**src/rtl/mem_arbiter.sv**
```systemverilog
// Shares one single-port synchronous RAM between the fetch port and the load/store port.
// One transaction in flight; a new accept may overlap the previous response cycle.
module mem_arbiter #(
    parameter int RAM_LATENCY  = 1,
    parameter int STARVE_LIMIT = 4
) (
    input  logic        clk,
    input  logic        reset,
    input  logic        inst_req,
    input  logic [31:0] inst_addr,
    output logic        inst_addr_ok,
    output logic        inst_data_ok,
    output logic [31:0] inst_rdata,
    input  logic        data_req,
    input  logic        data_wr,
    input  logic [3:0]  data_wstrb,
    input  logic [31:0] data_addr,
    input  logic [31:0] data_wdata,
    output logic        data_addr_ok,
    output logic        data_data_ok,
    output logic [31:0] data_rdata,
    output logic        ram_en,
    output logic [3:0]  ram_wen,
    output logic [31:0] ram_addr,
    output logic [31:0] ram_wdata,
    input  logic [31:0] ram_rdata
);

    typedef enum logic [1:0] {
        OWN_NONE,
        OWN_INST,
        OWN_DATA
    } owner_t;

    localparam logic [2:0] LAT_LAST   = 3'(RAM_LATENCY);
    localparam logic [3:0] STARVE_MAX = 4'(STARVE_LIMIT);

    owner_t     owner, owner_next;
    logic [2:0] lat_cnt, lat_cnt_next;
    logic [3:0] starve_cnt, starve_cnt_next;
    logic       wr_flag, wr_flag_next;
    logic       response;
    logic       can_accept;
    logic       grant_inst;
    logic       grant_data;

    always_ff @(posedge clk or negedge reset) begin
        if (!reset) begin
            owner      <= OWN_NONE;
            lat_cnt    <= 3'd0;
            starve_cnt <= 4'd0;
            wr_flag    <= 1'b0;
        end else begin
            owner      <= owner_next;
            lat_cnt    <= lat_cnt_next;
            starve_cnt <= starve_cnt_next;
            wr_flag    <= wr_flag_next;
        end
    end

    always_comb begin
        owner_next      = owner;
        lat_cnt_next    = lat_cnt;
        starve_cnt_next = starve_cnt;
        wr_flag_next    = wr_flag;

        // Gating with reset keeps every combinational output quiet while reset is held.
        response   = (owner != OWN_NONE) && (lat_cnt == LAT_LAST);
        can_accept = reset && ((owner == OWN_NONE) || response);
        grant_data = can_accept && data_req && !(inst_req && (starve_cnt == STARVE_MAX));
        grant_inst = can_accept && inst_req && !grant_data;

        if (grant_inst || grant_data) begin
            owner_next   = grant_data ? OWN_DATA : OWN_INST;
            lat_cnt_next = 3'd1;
            wr_flag_next = grant_data && data_wr;
        end else if (response) begin
            owner_next   = OWN_NONE;
            lat_cnt_next = 3'd0;
            wr_flag_next = 1'b0;
        end else if (owner != OWN_NONE) begin
            lat_cnt_next = lat_cnt + 3'd1;
        end

        // Counts data wins that kept a waiting fetch out; any fetch-free opportunity resets it.
        if (can_accept) begin
            if (grant_inst || !inst_req) begin
                starve_cnt_next = 4'd0;
            end else if (grant_data && (starve_cnt != STARVE_MAX)) begin
                starve_cnt_next = starve_cnt + 4'd1;
            end
        end

        inst_addr_ok = grant_inst;
        data_addr_ok = grant_data;
        ram_en       = grant_inst || grant_data;
        ram_wen      = (grant_data && data_wr) ? data_wstrb : 4'h0;
        ram_addr     = grant_data ? data_addr : (grant_inst ? inst_addr : 32'h0);
        ram_wdata    = grant_data ? data_wdata : 32'h0;

        inst_data_ok = reset && response && (owner == OWN_INST);
        data_data_ok = reset && response && (owner == OWN_DATA);
        inst_rdata   = inst_data_ok ? ram_rdata : 32'h0;
        data_rdata   = (data_data_ok && !wr_flag) ? ram_rdata : 32'h0;
    end

endmodule
```
**config.mk**
```make
export PLATFORM = sky130hd
export DESIGN_NAME = mem_arbiter
export DESIGN_NICKNAME = d
export VERILOG_FILES = /design/src/rtl/mem_arbiter.sv
export SDC_FILE = /design/constraint.sdc
export NUM_CORES = 1
export LEC_CHECK = 0
export CORE_AREA = 3 3 105 107
export CTS_BUF_LIST = sky130_fd_sc_hd__clkbuf_16
export DETAILED_ROUTE_END_ITERATION = 10
export DIE_AREA = 0 0 108 110
export PLACE_DENSITY = 0.72
export SETUP_SLACK_MARGIN = 0.1
export SYNTH_ARGS = -nofsm -noshare
export SYNTH_HDL_FRONTEND = slang
export SYNTH_SLANG_ARGS = --single-unit
```
**constraint.sdc**
```tcl
create_clock -name clk -period 2.4 [get_ports clk]
set_clock_uncertainty 0.2 [all_clocks]
set_input_delay 0.24 -clock clk [delete_from_list [all_inputs] [get_ports clk]]
set_output_delay 0.24 -clock clk [all_outputs]
set_load 0.01 [all_outputs]
```
==> results.py, run 1 <==
metrics = {
    "synth": {
        "netlist_top_cells_count": "and2_1 (65), mux2i_1 (33), o2111ai_1 (33), o211ai_1 (33), and3_1 (32)",
        "ys_types": 35,
        "synth.avg_cell_area_sq_um": 7.689,
        "synth_most_common_cell": "and2_1",
        "synth_fp_nets": 450,
        "ys_ff_latch": 10,
        "synthCells": 309,
        "async_flop_share": 1.000,
        "synth-main-ff-cell": "dfrtp_1",
        "synth_top_cell_area_share": 0.1711,
        "synthTopCellsByArea": "and2_1 (17%), mux2i_1 (14%), o2111ai_1 (12%), dfrtp_1 (11%), o211ai_1 (10%)",
        "syn_area_sq_mm": 0.002376,
        "synth_area_leader_cell": "and2_1",
        "ys_seq_area_frac": 0.1053,
        "ys_warn_count": 0,
        "synth_edf_count": 0,
    },
    "drt": {
        "viasPerCell": 5.051,
        "drt_iter0_drc": 164,
        "drtPass1Iterations": 4,
        "avgRoutedWirePerCell_um": 18.94,
        "ant_nets": 0,
        "dr_total_vias": 3753,
        "drt-total-wl_mm": 14.07,
        "post-route-drc-count": 0,
    },
    "cts": {
        "cts_made_buffers": 3,
        "cts_root_buffer": "clkbuf_16",
        "clk_latency_ps": 240,
        "clkTransAtPathRegs_ps": 40,
        "cts_max_level": 1,
        "cts_tree": "yes",
        "cts_buffer_depth": 2,
        "clock-sinks": 10,
    },
    "sta": {
        "rsz0062_at_grt": "yes",
        "drv_slew": 0,
        "finalHoldViolations": 0,
        "period_needed_ps": 2327,
        "min_period_over_period": 0.9696,
        "timing.fmax_mhz": 429.7,
        "relSlewSlack": 0.7184,
        "setup-violations-final": 0,
        "worstMarginPinSlew_ps": 417.9,
        "setup-tns-final_ps": 0,
    },
    "run": {
        "maxCapViolations": 0,
    },
    "global_route": {
        "grt_pass1_wl_mm": 20.09,
        "grt-ovfl-total": 0,
        "use_met3": 0.05183,
        "met2_usage": 0.4276,
        "grt_max_degree": 53,
        "use_met1": 0.2254,
        "antenna_found_initial": 0,
        "grt_pass1_vias": 3663,
        "busiest_layer": "met2",
        "track_usage": 0.2145,
    },
    "critical_path": {
        "path_max_fanout": 7,
        "reg2reg_slack_ps": 370,
        "arrival_ps": 1890,
        "critPathKind": "register to output pin",
        "crit_required_ps": 1960,
        "crit_path_cell_trace": "inv_2 -> ha_4 -> nand3b_1 -> o21a_4 -> buf_12 -> clkbuf_16 -> mux2i_1 -> buf_2",
        "cp_slowest_stage_delay_ps": 390,
        "cp-start-kind": "register",
        "rr_endpoint": "wr_flag",
        "r2r_start": "starve_cnt[0]",
        "worst_path_max_delay_cell": "dfrtp_1",
        "reg2reg_depth": 8,
        "critPathCaptureType": "output pin",
    },
    "pwr": {
        "total_power_uw": 4235,
        "power_density_mw_per_mm2": 743.3,
        "p_leak_uw": 0.002734,
        "ir_drop_v": 0.0005301,
    },
    "placement": {
        "gp_congestion": 0.8685,
        "placed_area_sq_mm": 0.005373,
        "io_buffers": 273,
        "hpwl_mm": 10.35,
    },
    "layout": {
        "fin_util": 0.5569,
        "insertedDiodeCount": 0,
        "drive_above_1_share": 0.3114,
        "syn_to_final_growth_pct": 139.8,
        "nets": 750,
        "finish.instance_area_sq_mm": 0.005698,
    },
    "floorplan": {
        "dieArea_sq_mm": 0.01188,
        "die_y_um": 110,
        "initial_core_util": 0.2322,
        "std_cell_rows": 37,
        "io-pin-count": 274,
        "die_w_um": 108,
        "core_area_sq_mm": 0.01023,
    },
    "outcome": {
        "status": "finished clean",
    },
    "hold_path": {
        "min_path_type": "input pin to asynchronous set/reset pin",
    },
}
-- repair_timing --
item	CTS	global route
hold buffers	2	0
setup buffers	13	7
resized for setup	332	100
setup endpoints to repair	136	135
hold endpoints to repair	4	0
pin swaps	8	13
cloned	11	3
-- per-stage QoR --
stage | std cells | hold slack [ps] | worst slack, ps
6_report | 743 | 3.234 | 73.00
5_1_grt | 743 | 29.33 | -7.910
4_1_cts | 733 | 2.253 | 78.99
3_5_place_dp | 705 | -117.9 | -130.1
3_3_place_gp | 705 | -118.2 | -118.0
2_1_floorplan | 309 | -255.6 | 459.6
-- cell families (layout without fill, tap and decap cells) --
logic type	Yosys count	after routing	synth area share
multiplexers	33	33	0.1390
adder cells (fa/ha/maj)	4	4	0.02106
flip-flops	10	10	0.1053
buffers and inverters	55	350	0.1248
AND/OR/NAND/NOR	122	122	0.3249
AO/OA/AOI/OAI	85	88	0.2849
-- per-layer routing --
layer  up-vias  wire [um]
li1       1778          -
met1      1762       4933
met2       189       7560
met3        24       1255
met4         0        319
met5         -          0
-- layout by cell type, fill, tap and decap left out, drive strengths merged, types with 3 or more instances in the layout --
master,n
clkdlybuf4s50,136
buf,106
and2,65
clkbuf,52
o211ai,33
mux2i,33
o2111ai,33
and3,32
dlygate4sd2,32
clkdlybuf4s15,12
dfrtp,10
inv,9
o21a,7
o21ai,6
nand2,4
and4,4
nand3,4
nor2,4
ha,4
o221ai,3
-- state kept, by name, summed over array words and instances (netlist names) --
signal,count
lat_cnt,3
owner,2
starve_cnt,4
wr_flag,1
-- report_power, final --
group,switching [uW],internal (uW)
clock,81.2,217
sequential,85.3,237
combinational,1700,1910
total,1870,2370
-- layout make-up --
| cell class | instances | area [sq um] |
|---|---|---|
| Fill cell | 942 | 4533 |
| Timing Repair Buffer | 338 | 3139 |
| Multi-Input combinational cell | 247 | 2029 |
| Sequential cell | 10 | 250.2 |
| Tap cell | 136 | 170.2 |
| Clock buffer | 3 | 75.07 |
| Inverter | 9 | 33.78 |
-- worst max-delay path: cells and delay by family, from the launching register on --
family / cells / cell delay (ps)
DFF: 1 / 390
and+or+nand+nor: 1 / 130
adders and majority gates: 1 / 130
muxes: 1 / 140
AOI/OAI and AO/OA: 1 / 280
buffers and inverters: 4 / 570
-- worst max-delay path by stage --
| stage | to | depth (start not counted) | slack [ps] | startpoint |
|---|---|---|---|---|
| floorplan | ram_addr[12] | 8 | 460 | lat_cnt[1] |
| global placement | ram_addr[13] | 5 | -120 | data_req |
| detailed placement | ram_addr[13] | 5 | -130 | data_req |
| CTS | ram_addr[12] | 8 | 80 | lat_cnt[0] |
| global route | ram_addr[7] | 8 | -8 | starve_cnt[0] |
| finish | ram_addr[14] | 8 | 70 | starve_cnt[0] |
Power figures use the tool's default switching activity.
==> run 2: changes to the inputs <==
--- a/config.mk
+++ b/config.mk
@@ -10,7 +10,7 @@
 export DETAILED_ROUTE_END_ITERATION = 10
 export DIE_AREA = 0 0 108 110
 export PLACE_DENSITY = 0.72
-export SETUP_SLACK_MARGIN = 0.1
+export SETUP_SLACK_MARGIN = 0.02
 export SYNTH_ARGS = -nofsm -noshare
 export SYNTH_HDL_FRONTEND = slang
 export SYNTH_SLANG_ARGS = --single-unit
==> run 2 against run 1 <==
Effect of this change: count of clock-buffer cells in the layout did not move; critical path type unchanged; clock power about the same; routed wire length down 4.8%; worst hold slack better by 6.3 ps; final area fell by 3.1%; critical endpoint is now data_rdata[1]; fmax increased by 0.66%.
==> results.py, run 2 (same netlist as run 1, synthesis figures left out) <==
metrics = {
    "cts": {
        "cts_max_level": 1,
        "cts_root_buffer": "clkbuf_16",
        "clk_latency_ps": 240,
        "cts_tree": "yes",
        "cts_buffer_depth": 2,
        "clkTransAtPathRegs_ps": 40,
        "cts_made_buffers": 3,
        "clock-sinks": 10,
    },
    "layout": {
        "syn_to_final_growth_pct": 132.4,
        "drive_above_1_share": 0.1720,
        "seq_area_sq_um": 250.2,
        "top_regs": "starve_cnt x4, lat_cnt x3, owner x2",
        "multiInputGateArea_sq_mm": 0.001936,
        "final_common_cell": "clkdlybuf4s50_1",
        "n_fill_cell": 974,
        "insertedDiodeCount": 0,
        "nets": 736,
        "largest_reg_flops": 4,
        "final_cell_mix": "clkdlybuf4s50_1 (136), dlygate4sd2_1 (93), and2_1 (65)",
        "finish.instance_area_sq_mm": 0.005523,
        "regMostFlops": "starve_cnt",
    },
    "global_route": {
        "grt_max_degree": 53,
        "antenna_found_initial": 0,
        "grt_pass1_vias": 3666,
        "grt_pass1_wl_mm": 19.57,
        "grt-ovfl-total": 0,
        "track_usage": 0.2092,
    },
    "sta": {
        "min_period_over_period": 0.9632,
        "drv_slew": 0,
        "period_needed_ps": 2312,
        "rsz0062_at_grt": "yes",
        "worstMarginPinSlew_ps": 443.4,
        "finalHoldViolations": 0,
        "setup-tns-final_ps": 0,
        "timing.fmax_mhz": 432.6,
        "setup-violations-final": 0,
        "relSlewSlack": 0.7013,
    },
    "placement": {
        "io_buffers": 273,
        "hpwl_mm": 10.35,
        "gp_congestion": 0.8685,
        "placed_area_sq_mm": 0.005373,
    },
    "critical_path": {
        "critPathKind": "register to output pin",
        "cpMostUsedCell": "buf_4",
        "cp_top_family": "buffers and inverters",
        "arrival_ps": 1870,
        "cp_slowest_stage_delay_ps": 390,
        "path_max_fanout": 16,
        "crit_required_ps": 1960,
        "cp-start-kind": "register",
        "crit_path_cell_trace": "inv_2 -> ha_4 -> buf_4 -> nand2b_4 -> nor3_4 -> buf_4 -> buf_16 -> and2_1 -> dlygate4sd2_1",
        "critPathCaptureType": "output pin",
        "cp.buffers_inverters": 5,
        "worst_path_max_delay_cell": "dfrtp_1",
    },
    "pwr": {
        "intPower_uw": 1971,
        "seqPwrFrac": 0.088,
        "clkPwrFrac": 0.081,
        "p_leak_uw": 0.002767,
        "power_density_mw_per_mm2": 659.3,
        "ir_drop_v": 0.0004953,
        "swShare": 0.4587,
        "combinationalPowerShare": 0.830,
        "p_sw_uw": 1670,
    },
    "drt": {
        "viasPerCell": 5.007,
        "ant_nets": 0,
        "drt-total-wl_mm": 13.39,
        "drt_iter0_drc": 111,
        "avgRoutedWirePerCell_um": 18.36,
        "post-route-drc-count": 0,
        "dr_total_vias": 3650,
        "drtPass1Iterations": 4,
    },
    "floorplan": {
        "std_cell_rows": 37,
        "initial_core_util": 0.2322,
        "die_w_um": 108,
        "die_y_um": 110,
        "core_area_sq_mm": 0.01023,
        "io-pin-count": 274,
        "dieArea_sq_mm": 0.01188,
    },
    "run": {
        "maxCapViolations": 0,
    },
    "outcome": {
        "status": "finished clean",
    },
    "hold_path": {
        "min_path_type": "input pin to asynchronous set/reset pin",
    },
}
==> run 2: changes by cell type in the layout (fill, tap and decap cells not counted), moves of 2 or more <==
| cell | previous run | this run |
|---|---|---|
| clkbuf_2 | 46 | 10 |
| buf_4 | 33 | 30 |
| mux2i_2 | 3 | 1 |
| buf_12 | 14 | 10 |
| buf_2 | 47 | 23 |
| buf_8 | 2 | 0 |
| o2111ai_1 | 22 | 31 |
| buf_16 | 7 | 2 |
| o2111ai_2 | 10 | 2 |
| buf_6 | 3 | 5 |
| dlygate4sd2_1 | 32 | 93 |
| mux2i_1 | 30 | 32 |
==> run 2: cell type report <==
| cell class | instances | share of cell area |
|---|---|---|
| multi-input cells | 247 | 0.3505 |
| inverters | 9 | 0.006117 |
| well taps | 136 | 0.03081 |
| flip-flops and latches | 10 | 0.04531 |
| repair buffers | 324 | 0.5537 |
| clock buffers | 3 | 0.01359 |
==> run 2: stage by stage <==
step                std cells  total power (uW)  hold slack, ps    util  worst slack (ps)
detailed placement        705              2922          -117.9  0.5251            -130.1
CTS                       726              3449           2.253  0.5376             21.96
floorplan                 309              1723          -255.6       -             459.6
global route              729              3884           28.90  0.5398             7.817
finish                    729              3641           9.561  0.5398             88.21
global placement          705              2885          -118.2  0.5251            -118.0
==> run 2: per-layer routing <==
metal	vias up	wire length (um)	global-route usage
met5	-	0	0
met4	0	256	0.05500
met3	22	1243	0.05766
met2	189	7188	0.4152
met1	1685	4700	0.2141
li1	1754	-	-
==> run 2: final timing paths <==
| path | start | cells past startpoint | end | slack [ps] |
|---|---|---|---|---|
| worst max-delay path | lat_cnt[1] | 9 | data_rdata[1] | 90 |
| worst min-delay path | reset | 3 | wr_flag | 10 |
| worst max register to register | lat_cnt[0] | 6 | starve_cnt[3] | 430 |
| worst min register to register | starve_cnt[1] | 2 | starve_cnt[1] | 380 |
| max in group asynchronous | reset | 4 | starve_cnt[0] | 1380 |
| min in group clk | starve_cnt[1] | 2 | starve_cnt[1] | 380 |
==> run 2: worst min-delay path, stage by stage <==
cell and delay (ps):
buf_2 150, buf_12 170, buf_4 240
==> run 2: power by group through the flow <==
| stage | Combinational (uW) | Clock [uW] | Sequential, uW |
|---|---|---|---|
| after floorplan | 1430 | 0 | 290 |
| after global placement | 2580 | 0 | 302 |
| after detailed placement | 2610 | 0 | 309 |
| after CTS | 2840 | 297 | 316 |
| after global routing | 3250 | 308 | 329 |
| final | 3020 | 295 | 322 |
==> run 2: what timing repair did <==
action	in CTS	in global routing
endpoints found under the hold margin	4	0
gates resized for setup	221	40
gates cloned	6	2
pin swaps	3	2
endpoints found under the setup margin	136	135
buffers inserted	10	2
hold buffers	2	0
==> run 3: changes to the inputs <==
--- a/config.mk
+++ b/config.mk
@@ -7,9 +7,10 @@
 export LEC_CHECK = 0
 export CORE_AREA = 3 3 105 107
 export CTS_BUF_LIST = sky130_fd_sc_hd__clkbuf_16
+export CTS_CLUSTER_SIZE = 8
 export DETAILED_ROUTE_END_ITERATION = 10
 export DIE_AREA = 0 0 108 110
-export PLACE_DENSITY = 0.72
+export PLACE_DENSITY = 0.7
 export SETUP_SLACK_MARGIN = 0.02
 export SYNTH_ARGS = -nofsm -noshare
 export SYNTH_HDL_FRONTEND = slang
==> run 3 against run 2 <==
Effect of this change: power decreased by 4.8%; critical path type unchanged; via count down 2.7%; global-route usage decreased by 1.3 points; non-clock buffer count decreased by 7.
==> results.py, run 3 (same netlist as run 1, synthesis figures left out) <==
metrics = {
    "outcome": {
        "status": "finished clean",
    },
    "cts": {
        "cts_root_buffer": "clkbuf_16",
        "clkTransAtPathRegs_ps": 40,
        "cts_made_buffers": 3,
        "clock-sinks": 10,
        "cts_buffer_depth": 2,
        "cts_max_level": 1,
        "cts_tree": "yes",
        "clk_latency_ps": 240,
    },
    "floorplan": {
        "die_w_um": 108,
        "std_cell_rows": 37,
        "io-pin-count": 274,
        "dieArea_sq_mm": 0.01188,
        "die_y_um": 110,
        "core_area_sq_mm": 0.01023,
        "initial_core_util": 0.2322,
    },
    "drt": {
        "ant_nets": 0,
        "post-route-drc-count": 0,
        "avgRoutedWirePerCell_um": 17.49,
        "drtPass1Iterations": 4,
        "viasPerCell": 4.917,
        "drt-total-wl_mm": 12.63,
        "dr_total_vias": 3550,
        "drt_iter0_drc": 167,
    },
    "critical_path": {
        "rr_endpoint": "starve_cnt[2]",
        "cp-start-kind": "register",
        "crit_required_ps": 1960,
        "critPathCaptureType": "output pin",
        "cp_slowest_stage_delay_ps": 380,
        "crit_path_cell_trace": "inv_2 -> ha_2 -> nand3b_1 -> o21a_4 -> clkbuf_16 -> and3_1 -> dlygate4sd2_1",
        "worst_path_max_delay_cell": "dfrtp_1",
        "arrival_ps": 1890,
        "critPathKind": "register to output pin",
        "reg2reg_depth": 9,
        "r2r_start": "starve_cnt[0]",
        "reg2reg_slack_ps": 420,
        "path_max_fanout": 21,
    },
    "global_route": {
        "antenna_found_initial": 0,
        "grt_max_degree": 61,
        "grt-ovfl-total": 0,
        "grt_pass1_wl_mm": 18.63,
        "track_usage": 0.1963,
        "grt_pass1_vias": 3616,
    },
    "layout": {
        "insertedDiodeCount": 0,
        "syn_to_final_growth_pct": 129.1,
        "final_cell_count_no_fill": 722,
        "top_regs": "starve_cnt x4, lat_cnt x3, owner x2",
        "drive_above_1_share": 0.1860,
        "largest_reg_flops": 4,
        "nets": 728,
        "final_cell_mix": "clkdlybuf4s50_1 (136), and2_1 (65), dlygate4sd2_1 (58)",
        "regMostFlops": "starve_cnt",
        "final_common_cell": "clkdlybuf4s50_1",
    },
    "placement": {
        "gp_congestion": 0.8034,
        "io_buffers": 273,
        "place_inst": 697,
        "hpwl_mm": 9.645,
    },
    "hold_path": {
        "min_path_type": "register to register",
        "hold_depth": 2,
        "min_from": "starve_cnt[3]",
        "holdPathEnd": "starve_cnt[3]",
    },
    "sta": {
        "setup-tns-final_ps": 0,
        "finalHoldViolations": 0,
        "drv_slew": 0,
        "min_period_over_period": 0.9700,
        "timing.fmax_mhz": 429.6,
        "whs_ps": 331.9,
        "period_needed_ps": 2328,
        "setup-violations-final": 0,
        "worstMarginPinSlew_ps": 491.4,
        "rsz0062_at_grt": "no",
        "relSlewSlack": 0.6714,
    },
    "pwr": {
        "p_leak_uw": 0.002730,
        "power_density_mw_per_mm2": 636.9,
        "ir_drop_v": 0.0004706,
    },
    "run": {
        "maxCapViolations": 0,
    },
}
[run 3: cell type report]
class,count,area [sq um]
sequential,10,250.2
inverter,9,33.78
timing repair buffer,317,2982
multi-input combinational,246,1929
fill,983,4787
tap,136,170.2
clock inverter,1,3.754
clock buffer,3,75.07
[run 3: per-stage QoR]
stage          setup WS, ps    util  instance area, sq um  total power (uW)
6_report              72.10  0.5321                  5444              3467
5_1_grt               5.783  0.5321                  5444              3718
4_1_cts              -122.9  0.5403                  5528              3464
3_5_place_dp         -93.29  0.5205                  5325              2898
3_3_place_gp         -48.09  0.5205                  5325              2866
2_1_floorplan         459.6       -                  2376              1723
[run 3: how the worst max path moves through the flow]
| stage | from | endpoint | slack, ps | depth (start not counted) |
|---|---|---|---|---|
| finish | starve_cnt[0] | ram_wdata[29] | 70 | 7 |
| global placement | lat_cnt[1] | ram_addr[31] | -50 | 7 |
| global route | starve_cnt[0] | ram_wdata[29] | 6 | 7 |
| detailed placement | lat_cnt[1] | ram_addr[30] | -90 | 7 |
| CTS | starve_cnt[0] | ram_wdata[18] | -120 | 7 |
| floorplan | lat_cnt[1] | ram_addr[12] | 460 | 8 |
[run 3: layer usage]
metal  GRT usage  vias to the layer above  routed length [um]
met3     0.06290                        6                1343
met4     0.03517                        0                 116
met2      0.3948                      181                6797
li1            -                     1731                   -
met1      0.1979                     1632                4374
met5           0                        -                   0
[run 3: worst max-delay path: cells and delay by family (launching register included)]
family	cells	cell delay, ps
buffers and inverters	3	540
AO/OA/AOI/OAI	1	260
flip-flops	1	380
adder cells (fa/ha/maj)	1	170
AND/OR/NAND/NOR	2	290
[run 3: power by group]
| part | internal, uW | switching, uW |
|---|---|---|
| Combinational | 1420 | 1430 |
| Clock | 218 | 78.7 |
| Sequential | 237 | 80.3 |
[run 3: what timing repair did]
item,in CTS,in global routing
cloned,7,1
setup endpoints to repair,136,134
hold buffers,1,0
setup buffers,10,3
endpoints found under the hold margin,10,0
pin swaps,3,2
gates resized for setup,182,116
